File: config.mk
export PLATFORM = sky130hd
export DESIGN_NAME = proc_control
export DESIGN_NICKNAME = d
export VERILOG_FILES = /design/src/rtl/proc_pkg.sv /design/src/rtl/upcount.sv /design/src/rtl/proc_control.sv
export SDC_FILE = /design/constraint.sdc
export NUM_CORES = 1
export LEC_CHECK = 0
export CAP_MARGIN = 30
export CORE_AREA = 2 2 39 41
export DETAILED_ROUTE_END_ITERATION = 8
export DIE_AREA = 0 0 41 43
export DONT_BUFFER_PORTS = 1
export GPL_TIMING_DRIVEN = 0
export SLEW_MARGIN = 20
export SYNTH_ARGS = -nofsm -noshare
export SYNTH_HDL_FRONTEND = slang
export SYNTH_SLANG_ARGS = --single-unit
File: constraint.sdc
create_clock -name clk -period 4.8 [get_ports clk]
set_input_delay 0.96 -clock clk [delete_from_list [all_inputs] [get_ports clk]]
set_output_delay 0.96 -clock clk [all_outputs]
set_load 0.1 [all_outputs]
File: src/rtl/proc_pkg.sv
// Shared definitions for the multicycle processor control path:
// opcodes, ALU function codes, time steps and IR field positions.
package proc_pkg;

    typedef enum logic [2:0] {
        OP_MV  = 3'b000,
        OP_MVI = 3'b001,
        OP_ADD = 3'b010,
        OP_SUB = 3'b011,
        OP_AND = 3'b100,
        OP_OR  = 3'b101
    } opcode_e;

    typedef enum logic [1:0] {
        ALU_ADD = 2'b00,
        ALU_SUB = 2'b01,
        ALU_AND = 2'b10,
        ALU_OR  = 2'b11
    } alu_op_e;

    typedef enum logic [2:0] {
        T0 = 3'd0,
        T1 = 3'd1,
        T2 = 3'd2,
        T3 = 3'd3
    } step_e;

    localparam int IR_OP_MSB = 8;
    localparam int IR_OP_LSB = 6;
    localparam int IR_RX_MSB = 5;
    localparam int IR_RX_LSB = 3;
    localparam int IR_RY_MSB = 2;
    localparam int IR_RY_LSB = 0;

    function automatic logic is_alu_op(input logic [2:0] op);
        return (op == OP_ADD) || (op == OP_SUB) || (op == OP_AND) || (op == OP_OR);
    endfunction

    function automatic logic [1:0] alu_code(input logic [2:0] op);
        logic [1:0] code;
        case (op)
            OP_ADD:  code = ALU_ADD;
            OP_SUB:  code = ALU_SUB;
            OP_AND:  code = ALU_AND;
            OP_OR:   code = ALU_OR;
            default: code = ALU_ADD;
        endcase
        return code;
    endfunction

    function automatic logic [7:0] onehot8(input logic [2:0] idx);
        return 8'b0000_0001 << idx;
    endfunction

endpackage

File: src/rtl/upcount.sv
// 3-bit step counter: synchronous clear, otherwise increments every cycle.
module upcount (
    input  logic       clk,
    input  logic       clr,
    output logic [2:0] q
);

    logic [2:0] count_q;
    logic [2:0] count_d;

    always_comb begin
        count_d = clr ? 3'd0 : count_q + 3'd1;
    end

    always_ff @(posedge clk) begin
        count_q <= count_d;
    end

    assign q = count_q;

endmodule

File: src/rtl/proc_control.sv
// Control unit of the multicycle processor: decodes the current step and IR
// into register enables, bus-source selects and the ALU function.
module proc_control
    import proc_pkg::*;
(
    input  logic       clk,
    input  logic       clear,
    input  logic       run,
    input  logic [8:0] ir,
    output logic       ir_in,
    output logic [7:0] r_in,
    output logic [7:0] r_out,
    output logic       din_out,
    output logic       g_out,
    output logic       a_in,
    output logic       g_in,
    output logic [1:0] alu_op,
    output logic       done,
    output logic [2:0] step
);

    logic [2:0] op;
    logic [2:0] rx;
    logic [2:0] ry;
    logic [7:0] rx_hot;
    logic [7:0] ry_hot;
    logic [2:0] step_cnt;
    logic       step_clr;

    assign op     = ir[IR_OP_MSB:IR_OP_LSB];
    assign rx     = ir[IR_RX_MSB:IR_RX_LSB];
    assign ry     = ir[IR_RY_MSB:IR_RY_LSB];
    assign rx_hot = onehot8(rx);
    assign ry_hot = onehot8(ry);

    // Counter returns to T0 after the last step, and idles in T0 until run.
    assign step_clr = clear | done | ((step_cnt == T0) & ~run);

    upcount u_step (
        .clk (clk),
        .clr (step_clr),
        .q   (step_cnt)
    );

    assign step = clear ? 3'd0 : step_cnt;

    // Out-of-range steps and non-ALU opcodes past T1 decode as done so the
    // counter always recovers to T0.
    always_comb begin
        ir_in   = 1'b0;
        r_in    = 8'h00;
        r_out   = 8'h00;
        din_out = 1'b0;
        g_out   = 1'b0;
        a_in    = 1'b0;
        g_in    = 1'b0;
        alu_op  = ALU_ADD;
        done    = 1'b0;
        if (!clear) begin
            case (step_cnt)
                T0: begin
                    ir_in = run;
                end
                T1: begin
                    done = 1'b1;
                    if (op == OP_MV) begin
                        r_out = ry_hot;
                        r_in  = rx_hot;
                    end else if (op == OP_MVI) begin
                        din_out = 1'b1;
                        r_in    = rx_hot;
                    end else if (is_alu_op(op)) begin
                        r_out = rx_hot;
                        a_in  = 1'b1;
                        done  = 1'b0;
                    end
                end
                T2: begin
                    if (is_alu_op(op)) begin
                        r_out  = ry_hot;
                        g_in   = 1'b1;
                        alu_op = alu_code(op);
                    end else begin
                        done = 1'b1;
                    end
                end
                T3: begin
                    done = 1'b1;
                    if (is_alu_op(op)) begin
                        g_out = 1'b1;
                        r_in  = rx_hot;
                    end
                end
                default: begin
                    done = 1'b1;
                end
            endcase
        end
    end

endmodule
# [Word-level counts from Yosys, hierarchy flattened]
# Cells that the tools add are included.
[totals] inputBits=12 mem_bits_ro=0 latch_bits=0 ram_bits=0 mem_count=0 output_inout_bits=27 regBits=3
[op_classes] n_eq_ne=8 mul=0 bitwise_logic=4 magnitude_cmp=0 div_mod_pow=0 reduce_logical=5 addsub=1 n_mux=35 shift=2
[op_table] cell="8-bit two-way mux" count=8
[op_table] cell="8-bit one-hot mux with 2 select lines" count=2
[op_table] cell="1-bit two-way mux" count=19
[op_table] cell="1-bit by 3-bit << shifter with 8-bit output, first input constant" count=2
[op_table] cell="3-bit by 2-bit == test with 1-bit output, second input constant" count=4
[op_table] cell="3-bit by 1-bit == test with 1-bit output, second input constant" count=2
[op_table] cell="3-bit == test, second input constant" count=2
[op_table] cell="3-bit zero test" count=2
[op_table] cell="2-bit two-way mux" count=3
[op_table] cell="2-bit one-hot mux with 3 select lines" count=1
[op_table] cell="3-bit by 1-bit adder with 3-bit output, second input constant" count=1
[op_table] cell="1-bit logical OR" count=3
[op_table] cell="3-bit two-way mux" count=1
[op_table] cell="1-bit one-hot mux with 3 select lines" count=1
[op_table] cell="1-bit OR" count=2
[op_table] cell="1-bit AND" count=1
[op_table] cell="1-bit NOT" count=1

# [Logic depth before layout (Yosys ltp)]
[logic_depth] depth_word=11 ltp_mapped=6

# [Cells and area by module]
# Synthesis repeated with hierarchy kept, for this count alone.
[hier_totals] cells_unflattened=87 area_unflattened_um2=659.4
[by_module_without_submodules] module="proc_control" instances=1 cells_each=79 area_each_um2=564.3
[by_module_without_submodules] module="upcount" instances=1 cells_each=8 area_each_um2=95.1

# [Worst setup path before layout]
# No wires, ideal clock.
[synth_timing] path_kind="input to output" from="input ir[7]" to="output r_in[0]" path_buffers=0 slack_ps=-2178 t_arrival_ps=6018 path_stages=6 cell_sequence="inv_1 > ha_1 > nor3b_1 > a21o_2 > nand2b_1 > nor3_1"
[synth_via] elab_chain_cells=7 word_cells_on_any_way=14 classes_between="eq/ne: 5; mux: 5; reduce/logical: 4"
[synth_rtl] item="start: declaration" line_no="proc_control.sv:9" text="input logic [8:0] ir,"
[synth_rtl] item="3-bit by 2-bit == test with 1-bit output" line_no="proc_pkg.sv:36" text="return (op == OP_ADD) || (op == OP_SUB) || (op == OP_AND) || (op == OP_OR);"
[synth_rtl] item="1-bit logical OR (3 in series)" line_no="proc_pkg.sv:36"
[synth_rtl] item="8-bit two-way mux" line_no="proc_control.sv:89" text="if (is_alu_op(op)) begin"
[synth_rtl] item="8-bit one-hot mux with 2 select lines (*)" line_no="proc_control.sv:60" text="case (step_cnt)"
[synth_rtl] item="8-bit two-way mux (*)" line_no="proc_control.sv:59" text="if (!clear) begin"
[synth_rtl] item="end: declaration" line_no="proc_control.sv:11" text="output logic [7:0] r_in,"
# Mark *: on every way between the ends. The rest lies on a longest branch, timed or not.

# [Worst setup path after layout]
[layout_timing] from="input ir[7]" to="output r_out[0]"
[layout_via] elab_chain_cells=9 word_cells_on_any_way=15 classes_between="eq/ne: 5; mux: 6; reduce/logical: 4"
[layout_rtl] item="3-bit by 2-bit == test with 1-bit output" line_no="proc_pkg.sv:36"
[layout_rtl] item="1-bit logical OR (3 in series)" line_no="proc_pkg.sv:36"
[layout_rtl] item="8-bit two-way mux" line_no="proc_control.sv:72" text="end else if (is_alu_op(op)) begin"
[layout_rtl] item="8-bit two-way mux" line_no="proc_control.sv:69" text="end else if (op == OP_MVI) begin"
[layout_rtl] item="8-bit two-way mux" line_no="proc_control.sv:66" text="if (op == OP_MV) begin"
[layout_rtl] item="8-bit one-hot mux with 2 select lines (*)" line_no="proc_control.sv:60"
[layout_rtl] item="8-bit two-way mux (*)" line_no="proc_control.sv:59"
[layout_rtl] item="end: declaration" line_no="proc_control.sv:12" text="output logic [7:0] r_out,"
# Marked as above.

==> results_dict.tcl <==
set metrics [dict create \
    grt_antenna_before_repair 0 \
    grt.total_usage_pct 25.10 \
    dp_hpwl_um 1563 \
    core_um2 1384 \
    worst-path-buf-inv 1 \
    hold_class "reg -> reg" \
    synthXorXnorAreaFrac_pct 0 \
    path_cells "inv_1 > ha_1 > nor3_1 > and2_2 > nand2_1 > o32ai_4" \
    cts.reportedPaths.clkPinSlew_ps 40 \
    buffers_from_clock_root_to_sink_at_most 2 \
    drv_slew 0 \
    sequential_to_total_area_share_from_yosys_stat_pct 9.938 \
    ys.warnings.count 0 \
    setup_tns_ps 0 \
    io_pins 39 \
    total_number_of_h_tree_levels 1 \
    clk_root_buffer_cell "clkbuf_4" \
    yosys.area.top_type_share_pct 14.49 \
    fin_crit_ps 4340 \
    die_ht_um 43 \
    critical_path.startpoint_type "input pin" \
    routed_wirelength_um 1841 \
    drt-wirelength-per-cell_um 14.85 \
    drt_iter0_markers 3 \
    timing.final.setup_violations 0 \
    cts_post_setup_buffers_inserted 0 \
    yosysUniqueCellTypes 31 \
    fin_worst_skew_ps 4.469 \
    synthesis.area_um2 604.3 \
    vias_per_cell 5.911 \
    initial_utilization_pct 43.67 \
    ys_ff_latch 3 \
    final_layout_size_suffix_gt1_share_pct 47.22 \
    slowest_delay_ps 900 \
    placement_row_count 14 \
    timing.max_slew.rel_slack_pct 32.11 \
    end_kind "output port" \
    leakagePower_nw 0.3963 \
    post_synth_and_or_nand_nor_area_fraction_pct 42.86 \
    layout-area-overhead-vs-synth_pct 71.01 \
    timing.critical_path.max_delay_family "simple AND/OR/NAND/NOR gates" \
    grt_first_pass_wirelength_um 3111 \
    synth_compound_gate_area_share_pct 28.16 \
    post_synth_inst_count 87 \
    cp.required_ps 3840 \
    r2r_slack_ps 3390 \
    synth_flop_cell "dfxtp_1" \
    detailedPlace.worstSlack_ps 464.3 \
    design.final.nets 128 \
    final_critical_path_setup_slack_ps 460.3 \
    clock_sink_count 3 \
    antenna_diode_count 0 \
    outcome "finished, final reports clean" \
    holdBufCountCts 0 \
    most_instantiated_library_cell_after_synthesis "nor2_1" \
    power.total_w 0.0002751 \
    drtPass1Iterations 3 \
    fmax_mhz 230.4 \
    async_flop_share_pct 0 \
    synth_top_family_by_area "simple AND/OR/NAND/NOR gates" \
    crit_type "in -> out" \
    synth_commonest_cells "15 x nor2_1, 10 x nand2_1, 7 x ha_1" \
    tritoncts_clock_tree "yes" \
    synth.mux.area_fraction_pct 0 \
    hold-worst-slack_ps 475.2 \
    critical_path.max_fanout 6 \
    report.final.hold_viol_count 0 \
    arrival_ps 3380 \
    synthAdderAreaFrac_pct 14.49 \
    grt_max_degree 10 \
    peakVddDrop_mv 0.2662 \
    grt_setup_unrepaired "no" \
    portion_of_the_clock_cycle_consumed_by_the_worst_path_in_the_final_layout_pct 90.41 \
    vias 733 \
    syn_avg_cell_area_um2 6.946 \
    gp_congestion 0.7033 \
    synth_top_area_cell "ha_1" \
    globalRoute.totalOverflow 0 \
    die-area_um2 1763 \
    route.antenna.remaining_nets 0 \
    largest_reg_flops 3 \
    cts_buffer_count 3 \
    portBuffers 0 \
    nets_in_the_synthesized_netlist 106 \
    post-route-drc-count 0 \
    post_cts_resize_count 0 \
    worst-slew-pin-transition_ps 1025 \
    number_of_synthesized_flops_with_an_enable_pin 0 \
    first_global_vias 719 \
    dieWidth_um 41 \
    cp_slowest_cell "o32ai_4" \
    worstSkewPairLatency_ps 230 \
    max_cap_violations 0 \
    yosys-top-cells-area "ha_1 14%, dfxtp_1 9.9%, nor2_1 9.3%" \
    power.density_nw_per_um2 266.1 \
]
## cell families (layout without fill, tap and decap cells)
kind of cell               Yosys count  count (layout)
DFF                                  3               3
buffers and inverters                7              28
and+or+nand+nor                     49              49
adders and majority gates            7               7
AOI/OAI and AO/OA                   21              21
## through the flow
step / instances / util [%] / area (µm²)
floorplan: 87 / - / 649.4
global placement: 103 / 48.37 / 669.4
detailed placement: 120 / 72.78 / 1007
CTS: 124 / 74.68 / 1033
global route: 124 / 74.68 / 1033
finish: 124 / 74.68 / 1033
## worst reg2reg max path: stages, from the launching register on
cell and delay [ps]:
dfxtp_1 390, inv_1 110, ha_1 230, o311a_1 390
and3_1 180
## cell usage in the layout (no fill, tap or decap), types with 4 or more instances in the layout
master,n
buf_8,17
ha_1,7
inv_1,6
and3_1,4
nor2_1,5
nor2_2,11
nand2b_1,4
nand2_1,10
## layer usage
layer  wire [µm]  up-vias  GRT usage [%]  part of all wire [%]
met1         714      347          28.30                    39
li1            -      363              -                     -
met2        1024       21          43.44                    56
met5           0        -              0                     0
met4          16        0          10.00                  0.87
met3          86        2          4.188                   4.7
## power by group
part / total (W) / switching, W / internal [W]
registers: 0.0000362 / 0.00000582 / 0.0000304
logic: 0.000195 / 0.000140 / 0.0000543
clock network: 0.0000441 / 0.0000129 / 0.0000311
total: 0.000275 / 0.000159 / 0.000116
## final cells by class
cell class,instances,area (µm²)
repair buffers,17,255.2
multi-input cells,77,644.4
fillers,109,350.3
plain buffers,1,5.005
clock buffers,4,26.28
well taps,16,20.02
flip-flops and latches,3,60.06
inverters,6,22.52
## path summary, 6_finish.rpt
| check | start | endpoint | cells after the start |
|---|---|---|---|
| worst max register to register | u_step.q[0] | u_step.q[1] | 4 |
| worst min-delay path | u_step.q[0] | u_step.q[0] | 1 |
| worst max-delay path | ir[7] | r_out[0] | 6 |
| worst min register to register | u_step.q[0] | u_step.q[0] | 1 |
Note: power is estimated with default switching activity, not from simulation.
